File: src/rtl/bridge_pkg.sv
// rtl/bridge_pkg.sv - shared constants and state type for the bus-to-UART response bridge
package bridge_pkg;

  localparam logic [7:0] ASCII_M  = 8'h4D;
  localparam logic [7:0] ASCII_CR = 8'h0D;
  localparam logic [7:0] ASCII_LF = 8'h0A;

  localparam int READ_LEN  = 7;
  localparam int WRITE_LEN = 3;

  typedef enum logic {
    ST_IDLE = 1'b0,
    ST_SEND = 1'b1
  } state_t;

  function automatic logic [2:0] last_index(input logic is_write);
    return is_write ? 3'(WRITE_LEN - 1) : 3'(READ_LEN - 1);
  endfunction

endpackage

File: src/rtl/hex_to_ascii.sv
// rtl/hex_to_ascii.sv - combinational nibble to ASCII hex digit, case chosen by HEX_UPPER
module hex_to_ascii #(
  parameter bit HEX_UPPER = 1'b1
) (
  input  logic [3:0] nibble,
  output logic [7:0] ascii
);

  always_comb begin
    if (nibble < 4'd10) begin
      ascii = 8'h30 + {4'd0, nibble};
    end else begin
      // Offset so that nibble 10 lands on 'A' (0x41) or 'a' (0x61)
      ascii = (HEX_UPPER ? 8'h37 : 8'h57) + {4'd0, nibble};
    end
  end

endmodule

File: src/rtl/bridge_tx.sv
// rtl/bridge_tx.sv - formats bus read responses as "Mhhhh\r\n" for a UART; write acks when BRIDGE_TX_WRITE_ACK_EN
module bridge_tx
  import bridge_pkg::*;
#(
  parameter bit HEX_UPPER = 1'b1
) (
  input  logic        clk,
  input  logic        rst_n,
  input  logic [15:0] addr_i,
  input  logic [15:0] data_i,
  input  logic        rw_i,
  input  logic        valid_i,
  output logic [7:0]  tx_data_o,
  output logic        tx_valid_o,
  input  logic        tx_ready_i,
  output logic        overrun_o
);

  state_t      state_q, state_d;
  logic [2:0]  idx_q, idx_d;
  logic [15:0] act_data_q, act_data_d;
  logic        act_wr_q, act_wr_d;
  logic        pend_valid_q, pend_valid_d;
  logic [15:0] pend_data_q, pend_data_d;
  logic        pend_wr_q, pend_wr_d;
  logic        overrun_q, overrun_d;

  logic        beat;
  logic        beat_wr;
  logic        xfer;
  logic        last;
  logic [3:0]  nibble;
  logic [7:0]  hex_char;
  logic        unused_addr;

  assign unused_addr = ^addr_i;

`ifdef BRIDGE_TX_WRITE_ACK_EN
  assign beat    = valid_i;
  assign beat_wr = rw_i;
`else
  assign beat    = valid_i && !rw_i;
  assign beat_wr = 1'b0;
`endif

  always_ff @(posedge clk or negedge rst_n) begin
    if (!rst_n) begin
      state_q      <= ST_IDLE;
      idx_q        <= 3'd0;
      act_data_q   <= 16'd0;
      act_wr_q     <= 1'b0;
      pend_valid_q <= 1'b0;
      pend_data_q  <= 16'd0;
      pend_wr_q    <= 1'b0;
      overrun_q    <= 1'b0;
    end else begin
      state_q      <= state_d;
      idx_q        <= idx_d;
      act_data_q   <= act_data_d;
      act_wr_q     <= act_wr_d;
      pend_valid_q <= pend_valid_d;
      pend_data_q  <= pend_data_d;
      pend_wr_q    <= pend_wr_d;
      overrun_q    <= overrun_d;
    end
  end

  always_comb begin
    state_d      = state_q;
    idx_d        = idx_q;
    act_data_d   = act_data_q;
    act_wr_d     = act_wr_q;
    pend_valid_d = pend_valid_q;
    pend_data_d  = pend_data_q;
    pend_wr_d    = pend_wr_q;
    overrun_d    = overrun_q;
    xfer         = (state_q == ST_SEND) && tx_ready_i;
    last         = xfer && (idx_q == last_index(act_wr_q));

    case (state_q)
      ST_IDLE: begin
        if (beat) begin
          state_d    = ST_SEND;
          idx_d      = 3'd0;
          act_data_d = data_i;
          act_wr_d   = beat_wr;
        end
      end
      ST_SEND: begin
        if (last) begin
          idx_d = 3'd0;
          if (pend_valid_q) begin
            // Slot drains this edge, so a coincident beat refills it rather than overrunning
            act_data_d   = pend_data_q;
            act_wr_d     = pend_wr_q;
            pend_valid_d = beat;
            if (beat) begin
              pend_data_d = data_i;
              pend_wr_d   = beat_wr;
            end
          end else if (beat) begin
            act_data_d = data_i;
            act_wr_d   = beat_wr;
          end else begin
            state_d = ST_IDLE;
          end
        end else begin
          if (xfer) begin
            idx_d = idx_q + 3'd1;
          end
          if (beat) begin
            if (!pend_valid_q) begin
              pend_valid_d = 1'b1;
              pend_data_d  = data_i;
              pend_wr_d    = beat_wr;
            end else begin
              overrun_d = 1'b1;
            end
          end
        end
      end
      default: state_d = ST_IDLE;
    endcase
  end

  always_comb begin
    case (idx_q)
      3'd1:    nibble = act_data_q[15:12];
      3'd2:    nibble = act_data_q[11:8];
      3'd3:    nibble = act_data_q[7:4];
      default: nibble = act_data_q[3:0];
    endcase
  end

  hex_to_ascii #(
    .HEX_UPPER(HEX_UPPER)
  ) u_hex (
    .nibble(nibble),
    .ascii (hex_char)
  );

  always_comb begin
    tx_data_o = 8'h00;
    if (state_q == ST_SEND) begin
      if (act_wr_q) begin
        case (idx_q)
          3'd0:    tx_data_o = ASCII_M;
          3'd1:    tx_data_o = ASCII_CR;
          default: tx_data_o = ASCII_LF;
        endcase
      end else begin
        case (idx_q)
          3'd0:                   tx_data_o = ASCII_M;
          3'd1, 3'd2, 3'd3, 3'd4: tx_data_o = hex_char;
          3'd5:                   tx_data_o = ASCII_CR;
          default:                tx_data_o = ASCII_LF;
        endcase
      end
    end
  end

  assign tx_valid_o = (state_q == ST_SEND);
  assign overrun_o  = overrun_q;

endmodule

File: config.mk
export PLATFORM = sky130hd
export DESIGN_NAME = bridge_tx
export DESIGN_NICKNAME = d
export VERILOG_FILES = /design/src/rtl/bridge_pkg.sv /design/src/rtl/hex_to_ascii.sv /design/src/rtl/bridge_tx.sv
export SDC_FILE = /design/constraint.sdc
export NUM_CORES = 1
export LEC_CHECK = 0
export BUFFER_PORTS_ARGS = -buffer_cell sky130_fd_sc_hd__buf_2
export CAP_MARGIN = 40
export CORE_MARGIN = 4
export CORE_UTILIZATION = 45
export DETAILED_ROUTE_END_ITERATION = 12
export PLACE_DENSITY = 0.69
export SLEW_MARGIN = 10
export SYNTH_ARGS = -nofsm -noshare
export SYNTH_HDL_FRONTEND = slang
export SYNTH_SLANG_ARGS = --single-unit
File: constraint.sdc
create_clock -name clk -period 2.7 [get_ports clk]
set_input_delay 0.27 -clock clk [delete_from_list [all_inputs] [get_ports clk]]
set_output_delay 0.27 -clock clk [all_outputs]
set_load 0.05 [all_outputs]
==> results of run 1 <==
[what timing repair did]
| action | 4_1_cts | 5_1_grt |
|---|---|---|
| buffers inserted | 4 | 2 |
| endpoints found under the hold margin | 17 | 0 |
| pin swaps | 6 | 8 |
| hold buffers | 1 | 0 |
| endpoints found under the setup margin | 7 | 7 |
| resized for setup | 18 | 20 |
[per-stage QoR]
stage | utilization | setup WS [ps] | std cells
2_1_floorplan | - | -183 | 206
3_3_place_gp | 0.536 | -183 | 312
3_5_place_dp | 0.541 | -214 | 313
4_1_cts | 0.579 | -351 | 326
5_1_grt | 0.600 | -425 | 327
6_report | 0.600 | -325 | 327
[layer usage]
layer | share of wire | wire length [um]
met5 | 0 | 0
met4 | 0.016 | 72
met3 | 0.038 | 175
met2 | 0.48 | 2190
met1 | 0.47 | 2130
[power by group]
part           switching [uW]  leakage [uW]  internal (uW)
registers                 164      0.000457            847
logic                    1270      0.000733           1160
clock network             203     0.0000477            177
total                    1630       0.00124           2180
[worst max-delay path by stage]
stage / end / cells past startpoint
2_1_floorplan: tx_data_o[2] / 11
3_3_place_gp: tx_data_o[2] / 10
3_5_place_dp: tx_data_o[2] / 10
4_1_cts: tx_data_o[2] / 11
5_1_grt: tx_data_o[2] / 11
6_report: tx_data_o[2] / 10
[cell usage in the layout, fill, tap and decap left out, drive strengths merged, types with 3 or more instances in the layout]
master	count
nand2	12
nand2b	3
nor2	21
a222oi	3
dfrtp	39
mux2i	17
o21ai	7
clkinv	3
clkbuf	5
nor2b	4
buf	57
mux2	18
a21oi	22
ha	6
inv	7
nor3	4
[worst max-delay path: cells and delay by family, from the launching register on]
family / cells / cell delay (ps)
AOI/OAI and AO/OA: 4 / 930
DFF: 1 / 460
buffers and inverters: 2 / 230
muxes: 1 / 340
adders and majority gates: 3 / 500
[registers in the layout, summed over array words and instances (netlist names)]
register and flops:
act_data_q 16, pend_data_q 16, idx_q 3, act_wr_q 1, overrun_o 1, pend_valid_q 1, tx_valid_o 1
[cell type report]
class | count | area (um2) | area share
repair buffers | 58 | 433 | 0.152
flip-flops and latches | 39 | 978 | 0.343
clock inverters | 3 | 15.0 | 0.00526
clock buffers | 5 | 68.8 | 0.0241
well taps | 67 | 83.8 | 0.0294
inverters | 7 | 26.3 | 0.00921
multi-input cells | 148 | 1250 | 0.438
[cells by family (layout without fill, tap and decap cells)]
logic type | Yosys count | in the layout | synth area share
multiplexers | 35 | 35 | 0.187
buffers and inverters | 19 | 73 | 0.0525
flip-flops | 39 | 39 | 0.441
AND/OR/NAND/NOR | 52 | 52 | 0.116
other | 1 | 1 | 0.00169
XOR/XNOR | 2 | 2 | 0.0113
adder cells (fa/ha/maj) | 7 | 7 | 0.0384
AO/OA/AOI/OAI | 51 | 51 | 0.153
==> impl_metrics.py, run 1 <==
metrics = {
    "drt": {
        "drtIter0Drc": 65,
        "firstDrtPassIters": 4,
        "wl_mm": 4.57,
        "drc": 0,
        "wl_per_cell_um": 14.0,
        "via_per_inst": 5.24,
        "final_antenna_net_count": 0,
        "vias": 1712,
    },
    "clocking": {
        "max-clock-path-buffers": 2,
        "cts_sinks": 39,
        "root_buffer": "clkbuf_8",
        "clkSlewWorstSetupHoldPaths_ps": 80,
        "numCtsBuffers": 5,
        "cts_htree_levels": 2,
        "clkLatencyLatePin_ps": 290,
        "cts_tree": "yes",
    },
    "critical_path": {
        "worst_path_max_delay_cell": "dfrtp_2",
        "r2r_start": "idx_q[1]$_DFFE_PN0P_",
        "reg2reg_slack_ps": 600,
        "worstRegToRegCells": 8,
        "r2r_end": "pend_data_q[15]$_DFFE_PN0P_",
        "crit_arrival_ps": 2760,
        "cp-start-kind": "flop",
        "worst_path_largest_cell_delay_ps": 460,
        "crit_path_end_kind": "primary output",
        "startpoint": "idx_q[0]$_DFFE_PN0P_",
        "worstPathCellList": "ha_4, ha_4, a222oi_1, o21a_1, ha_4, inv_1, a211oi_2, mux2_4, o31ai_4, buf_6",
        "crit_type": "flop to primary output",
        "path_common_cell": "ha_4",
        "cp_max_fo": 4,
        "worstPathRequired_ps": 2430,
    },
    "global_route": {
        "busiest_layer": "met2",
        "grt_max_degree": 33,
        "grt_use_total": 0.165,
        "grt.overflow.total": 0,
        "grt_use_met1": 0.214,
        "use_met2": 0.276,
        "grtUsageMet3": 0.0333,
        "grt_first_pass_wirelength_mm": 8.06,
        "antenna_found_initial": 0,
        "first_global_vias": 1740,
    },
    "synth": {
        "async_reset_ff_frac": 1.00,
        "ys_ff_latch": 39,
        "synth_cells": 206,
        "yosysTopAreaCellShare": 0.441,
        "syn-cell-area_um2": 2210,
        "synthTopCellsByArea": "dfrtp_1 (44%), mux2i_1 (7.7%), mux2_4 (7.5%)",
        "synth.most_common_cell": "dfrtp_1",
        "synth.distinct_cells": 50,
        "synth_edf_count": 0,
        "ys_warn_count": 0,
        "seq_area_frac_synth": 0.441,
        "ys.flop_type": "dfrtp_1",
        "syn-num-nets": 249,
        "postSynthAreaPerCell_um2": 10.8,
        "synth_commonest_cells": "dfrtp_1 (39), a21oi_1 (22), nor2_1 (21)",
        "yosys.area.top_type": "dfrtp_1",
    },
    "sta": {
        "drv_slew": 0,
        "fin_crit_sh": 1.12,
        "setup_ws_ps": -325,
        "period_needed_ps": 3030,
        "tns_ps": -557,
        "holdWs_ps": 219,
        "max_freq_mhz": 331,
        "hold_viol_final": 0,
        "finClkSkew_ps": 7.94,
        "finalSetupViolations": 4,
        "rsz0062_at_grt": "yes",
    },
    "layout": {
        "area_delta_synth_final_pct": 28.9,
        "drive_gt1_frac": 0.423,
        "diodes": 0,
        "design_area_um2": 2850,
        "nets": 302,
        "nFillCells": 409,
    },
    "floorplan": {
        "die_area_um2": 6110,
        "num_io_pins": 47,
        "fp.dieH_um": 78.2,
        "fp-row-count": 25,
        "die_w_um": 78.2,
        "fp.coreArea_um2": 4750,
        "start_util": 0.466,
    },
    "place": {
        "place_congestion": 0.907,
        "dpl_cell_area_um2": 2570,
        "hpwl_mm": 3.29,
        "io_buffers": 29,
    },
    "hold_path": {
        "min_from": "data_i[2]",
        "hp-class": "input pin to flop",
        "min_path_cells": 2,
        "whs_endpoint": "pend_data_q[2]$_DFFE_PN0P_",
    },
    "status": {
        "violations": "setup timing",
        "status": "finished with violations",
    },
    "pwr": {
        "leakage_uw": 0.00124,
        "finalPower_uw": 3810,
        "powerDensity_nw_per_um2": 1340,
        "worst_ir_drop_vdd_uv": 824,
    },
    "job": {
        "max_cap_viol_count": 0,
    },
}
Power figures use the tool's default switching activity.
==> run 2: changes to the inputs <==
- HOLD_SLACK_MARGIN: unset -> 0.15
- RECOVER_POWER: unset -> 100
==> run 2 against run 1 <==
The flow still finishes with violations (setup timing). Hold slack hardly changed. Setup slack about the same. Fmax is essentially flat. Routed wire length rose by 0.24%. Sequential cell count did not move. Count of clock-buffer cells in the layout is the same. Global-route usage did not move. Clock power about the same. Cell count unchanged. Total power down 0.13%. Critical path depth is the same. Die area did not move. Largest cell class unchanged.
==> impl_metrics.py, run 2 (synthesis results as in run 1) <==
metrics = {
    "clocking": {
        "root_buffer": "clkbuf_8",
        "clkLatencyLatePin_ps": 290,
        "cts_sinks": 39,
        "cts_tree": "yes",
        "max-clock-path-buffers": 2,
        "cts_htree_levels": 2,
        "numCtsBuffers": 5,
        "clkSlewWorstSetupHoldPaths_ps": 80,
    },
    "sta": {
        "hold_viol_final": 0,
        "setup_ws_ps": -325,
        "drv_slew": 0,
        "relSlewSlack": 0.241,
        "max_freq_mhz": 331,
        "tightestPinTransition_ps": 1140,
        "finClkSkew_ps": 8.01,
        "holdWs_ps": 218,
        "rsz0062_at_grt": "yes",
        "fin_crit_sh": 1.12,
        "period_needed_ps": 3030,
        "finalSetupViolations": 4,
    },
    "critical_path": {
        "crit_type": "flop to primary output",
        "crit_path_end_kind": "primary output",
        "cp_max_fo": 4,
        "reg2reg_slack_ps": 600,
        "worstPathRequired_ps": 2430,
        "r2r_start": "idx_q[1]$_DFFE_PN0P_",
        "r2r_end": "pend_data_q[15]$_DFFE_PN0P_",
        "crit_arrival_ps": 2760,
        "worstRegToRegCells": 8,
        "cp-start-kind": "flop",
    },
    "drt": {
        "firstDrtPassIters": 4,
        "drtIter0Drc": 65,
        "wl_mm": 4.58,
        "wl_per_cell_um": 14.0,
        "final_antenna_net_count": 0,
        "drc": 0,
        "vias": 1710,
        "via_per_inst": 5.23,
    },
    "pwr": {
        "p_seq_frac": 0.265,
        "internal_power_uw": 2180,
        "finalPower_uw": 3810,
        "pwr-share-clk": 0.100,
        "worst_ir_drop_vdd_uv": 824,
        "leakage_uw": 0.00122,
        "switching_share": 0.429,
        "switchingPower_uw": 1630,
        "powerDensity_nw_per_um2": 1350,
        "combPwrFrac": 0.635,
    },
    "hold_path": {
        "min_path_cells": 2,
        "whs_endpoint": "pend_data_q[2]$_DFFE_PN0P_",
        "min_from": "data_i[2]",
        "hp-class": "input pin to flop",
    },
    "layout": {
        "drive_gt1_frac": 0.412,
        "final_cell_mix": "dfrtp_1 (37), buf_4 (27), nor2_1 (20), buf_2 (20), a21oi_1 (19)",
        "diodes": 0,
        "regArea_um2": 978,
        "layout.cells.non_filler": 327,
        "area_delta_synth_final_pct": 27.7,
        "layout.cells.most_common": "dfrtp_1",
        "nFillCells": 412,
        "multiInputGateArea_um2": 1250,
        "top_regs": "act_data_q: 16 flops, pend_data_q: 16 flops, idx_q: 3 flops",
        "nets": 302,
    },
    "floorplan": {
        "fp.coreArea_um2": 4750,
        "fp.dieH_um": 78.2,
        "fp-row-count": 25,
        "die_area_um2": 6110,
        "start_util": 0.466,
        "die_w_um": 78.2,
        "num_io_pins": 47,
    },
    "place": {
        "placedCellCount": 313,
        "io_buffers": 29,
        "place_congestion": 0.907,
        "hpwl_mm": 3.29,
    },
    "global_route": {
        "antenna_found_initial": 0,
        "first_global_vias": 1740,
        "grt.overflow.total": 0,
        "grt_first_pass_wirelength_mm": 8.06,
        "grt_use_total": 0.165,
        "grt_max_degree": 33,
    },
    "status": {
        "status": "finished with violations",
        "violations": "setup timing",
    },
    "job": {
        "max_cap_viol_count": 0,
    },
}
==> run 2: repair_timing <==
| action | in CTS | in global routing |
|---|---|---|
| endpoints found under the hold margin | 17 | 0 |
| endpoints found under the setup margin | 7 | 7 |
| gates resized for setup | 18 | 20 |
| pin swaps | 6 | 8 |
| hold buffers | 1 | 0 |
| cloned | 0 | 0 |
| buffers inserted | 4 | 2 |
==> run 2: final cells by class <==
| cell class | count | share of cell area |
|---|---|---|
| timing repair buffer | 58 | 0.144 |
| multi-input combinational | 148 | 0.442 |
| clock inverter | 3 | 0.00531 |
| clock buffer | 5 | 0.0243 |
| inverter | 7 | 0.00929 |
| tap | 67 | 0.0296 |
| sequential | 39 | 0.346 |
==> run 2: worst max-delay path, cell delays in order, from the launching register on <==
cell,delay (ps)
dfrtp_2,460
ha_4,190
ha_4,170
a222oi_1,350
o21a_1,220
ha_4,140
inv_1,50
a211oi_2,190
mux2_4,340
o31ai_4,170
buf_6,180
==> run 2: worst max path at each step <==
stage	startpoint	end	slack (ps)	cells after the start
2_1_floorplan	idx_q[1]$_DFFE_PN0P_	tx_data_o[2]	-180	11
3_3_place_gp	idx_q[1]$_DFFE_PN0P_	tx_data_o[2]	-180	10
3_5_place_dp	idx_q[1]$_DFFE_PN0P_	tx_data_o[2]	-210	10
4_1_cts	idx_q[1]$_DFFE_PN0P_	tx_data_o[2]	-350	11
5_1_grt	idx_q[1]$_DFFE_PN0P_	tx_data_o[2]	-420	11
6_report	idx_q[0]$_DFFE_PN0P_	tx_data_o[2]	-330	10
==> run 2: metal layers <==
metal	wire, um	up-vias	track usage
met5	0	-	0
li1	-	849	-
met1	2140	820	0.214
met2	2190	34	0.276
met4	72	0	0.0559
met3	176	7	0.0333
==> run 2: stage by stage <==
stage	utilization	instance area (um2)	TNS (ps)	worst slack (ps)
global placement	0.536	2550	-183	-183
global route	0.595	2830	-1140	-425
CTS	0.579	2750	-877	-351
floorplan	-	2240	-199	-183
detailed placement	0.541	2570	-214	-214
finish	0.595	2830	-557	-325
==> run 2: power groups by stage <==
| stage | Sequential [uW] | Clock, uW | Combinational (uW) |
|---|---|---|---|
| 2_1_floorplan | 964 | 0 | 1540 |
| 3_3_place_gp | 1000 | 0 | 1980 |
| 5_1_grt | 1050 | 420 | 2620 |
| 6_report | 1010 | 380 | 2420 |
| 3_5_place_dp | 1010 | 0 | 2010 |
| 4_1_cts | 1000 | 385 | 2230 |
==> run 3: changes to the inputs <==
- ABC_CLOCK_PERIOD_IN_PS: unset -> 3000
- clock period: 2.7 -> 3 ns (I/O delays scaled with it)
==> run 3 against run 2 <==
Sequential cell count stayed put. Register-to-register slack better by 330 ps. The run ends with capacitance limit, slew limit, setup timing left. Largest power group unchanged. Routed wire length is 1.7% lower. Clock power is 7.6% lower. Critical path type unchanged. Largest cell class unchanged.
==> impl_metrics.py, run 3 (synthesis results as in run 1) <==
metrics = {
    "sta": {
        "tightestPinTransition_ps": 1620,
        "drv_slew": 32,
        "relSlewSlack": -0.0776,
        "fin_crit_sh": 1.01,
        "max_freq_mhz": 330,
        "finClkSkew_ps": 7.82,
        "setup_ws_ps": -32.6,
        "holdWs_ps": 250,
        "period_needed_ps": 3030,
        "rsz0062_at_grt": "yes",
        "finalSetupViolations": 2,
        "hold_viol_final": 0,
    },
    "critical_path": {
        "cp_max_fo": 6,
        "worst_path_largest_cell_delay_ps": 480,
        "crit_type": "flop to primary output",
        "crit_arrival_ps": 2730,
        "critPathBufInv": 2,
        "r2r_start": "idx_q[0]$_DFFE_PN0P_",
        "crit_path_end_kind": "primary output",
        "worstPathCellList": "ha_4, ha_4, buf_4, a22o_1, a211oi_2, o21ai_1, or4_1, a31oi_1, buf_4",
        "worstRegToRegCells": 8,
        "r2r_end": "pend_data_q[0]$_DFFE_PN0P_",
        "worst_path_max_delay_cell": "or4_1",
        "cp-start-kind": "flop",
        "worstPathRequired_ps": 2700,
        "critPathTopFamily": "compound AO/OA/AOI/OAI gates",
        "startpoint": "idx_q[1]$_DFFE_PN0P_",
        "reg2reg_slack_ps": 930,
    },
    "pwr": {
        "finalPower_uw": 3120,
        "leakage_uw": 0.00115,
        "powerDensity_nw_per_um2": 1170,
        "worst_ir_drop_vdd_uv": 803,
    },
    "global_route": {
        "grt_use_total": 0.151,
        "antenna_found_initial": 0,
        "grt_max_degree": 33,
        "grt_first_pass_wirelength_mm": 7.37,
        "first_global_vias": 1549,
        "grt.overflow.total": 0,
    },
    "drt": {
        "wl_per_cell_um": 14.2,
        "wl_mm": 4.51,
        "firstDrtPassIters": 4,
        "vias": 1644,
        "via_per_inst": 5.17,
        "final_antenna_net_count": 0,
        "drtIter0Drc": 65,
        "drc": 0,
    },
    "clocking": {
        "clkSlewWorstSetupHoldPaths_ps": 80,
        "cts_tree": "yes",
        "cts_sinks": 39,
        "numCtsBuffers": 5,
        "root_buffer": "clkbuf_8",
        "cts_htree_levels": 2,
        "clkLatencyLatePin_ps": 290,
        "max-clock-path-buffers": 2,
    },
    "layout": {
        "drive_gt1_frac": 0.355,
        "area_delta_synth_final_pct": 20.4,
        "final_cell_mix": "dfrtp_1 (37), buf_2 (23), nor2_1 (21), a21oi_1 (21), buf_4 (20)",
        "nFillCells": 444,
        "nets": 293,
        "design_area_um2": 2670,
        "diodes": 0,
        "top_regs": "act_data_q: 16 flops, pend_data_q: 16 flops, idx_q: 3 flops",
        "layout.cells.most_common": "dfrtp_1",
    },
    "job": {
        "max_cap_viol_count": 1,
    },
    "status": {
        "status": "finished with violations",
        "violations": "capacitance limit, slew limit, setup timing",
    },
    "floorplan": {
        "fp.coreArea_um2": 4750,
        "fp.dieH_um": 78.2,
        "fp-row-count": 25,
        "num_io_pins": 47,
        "start_util": 0.466,
        "die_area_um2": 6110,
        "die_w_um": 78.2,
    },
    "place": {
        "place_congestion": 0.899,
        "io_buffers": 29,
        "hpwl_mm": 3.48,
        "dpl_cell_area_um2": 2500,
    },
    "hold_path": {
        "min_path_cells": 2,
        "whs_endpoint": "pend_data_q[1]$_DFFE_PN0P_",
        "hp-class": "input pin to flop",
        "min_from": "data_i[1]",
    },
}
run 3: cell count changes in the layout (fill, tap and decap cells not counted), sizes merged:
cell,previous run,this run
clkinv,3,1
clkinvlp,0,2
buf,54,44
clkbuf,8,9
run 3: how the worst max path moves through the flow:
stage / end / cells after the start
global route: tx_data_o[3] / 9
CTS: tx_data_o[2] / 10
floorplan: tx_data_o[3] / 9
global placement: tx_data_o[2] / 10
finish: tx_data_o[3] / 9
detailed placement: tx_data_o[2] / 10
run 3: repair_timing:
item | CTS | global route
pin swaps | 2 | 7
setup endpoints to repair | 2 | 6
buffers inserted | 3 | 0
cloned | 0 | 0
hold buffers | 1 | 0
gates resized for setup | 8 | 9
endpoints found under the hold margin | 22 | 0
run 3: worst register-to-register path, stage by stage (launching register included):
cell and delay, ps:
dfrtp_2 440, inv_1 80, ha_2 210, buf_4 140
and3_4 160, xor2_2 150, nor3_4 100, buf_4 290
mux2_2 380
run 3: through the flow:
step | std cells | TNS, ps | worst slack (ps) | utilization
floorplan | 206 | 0 | 53.2 | -
global placement | 305 | 0 | 36.2 | 0.521
detailed placement | 306 | 0 | 53.1 | 0.526
CTS | 318 | -75.3 | -75.3 | 0.556
global route | 318 | -477 | -150 | 0.561
finish | 318 | -38.7 | -32.6 | 0.561
run 3: per-layer routing:
metal | vias to the layer above | share of wire | GRT usage | wire [um]
met4 | 0 | 0.0042 | 0.0367 | 19
met1 | 777 | 0.47 | 0.209 | 2130
li1 | 829 | - | - | -
met5 | - | 0 | 0 | 0
met2 | 36 | 0.48 | 0.241 | 2180
met3 | 2 | 0.039 | 0.0356 | 176
run 3: final cells by class:
| cell class | instances | area [um2] | share of cell area |
|---|---|---|---|
| Multi-Input combinational cell | 148 | 1180 | 0.444 |
| Sequential cell | 39 | 978 | 0.367 |
| Timing Repair Buffer | 49 | 305 | 0.115 |
| Tap cell | 67 | 83.8 | 0.0314 |
| Clock buffer | 5 | 68.8 | 0.0258 |
| Inverter | 7 | 26.3 | 0.00985 |
| Clock inverter | 3 | 20.0 | 0.00751 |
run 3: power by group:
group	internal, uW	switching, uW	total [uW]
clock	162	189	351
combinational	814	1050	1860
sequential	762	151	913
total	1740	1390	3120
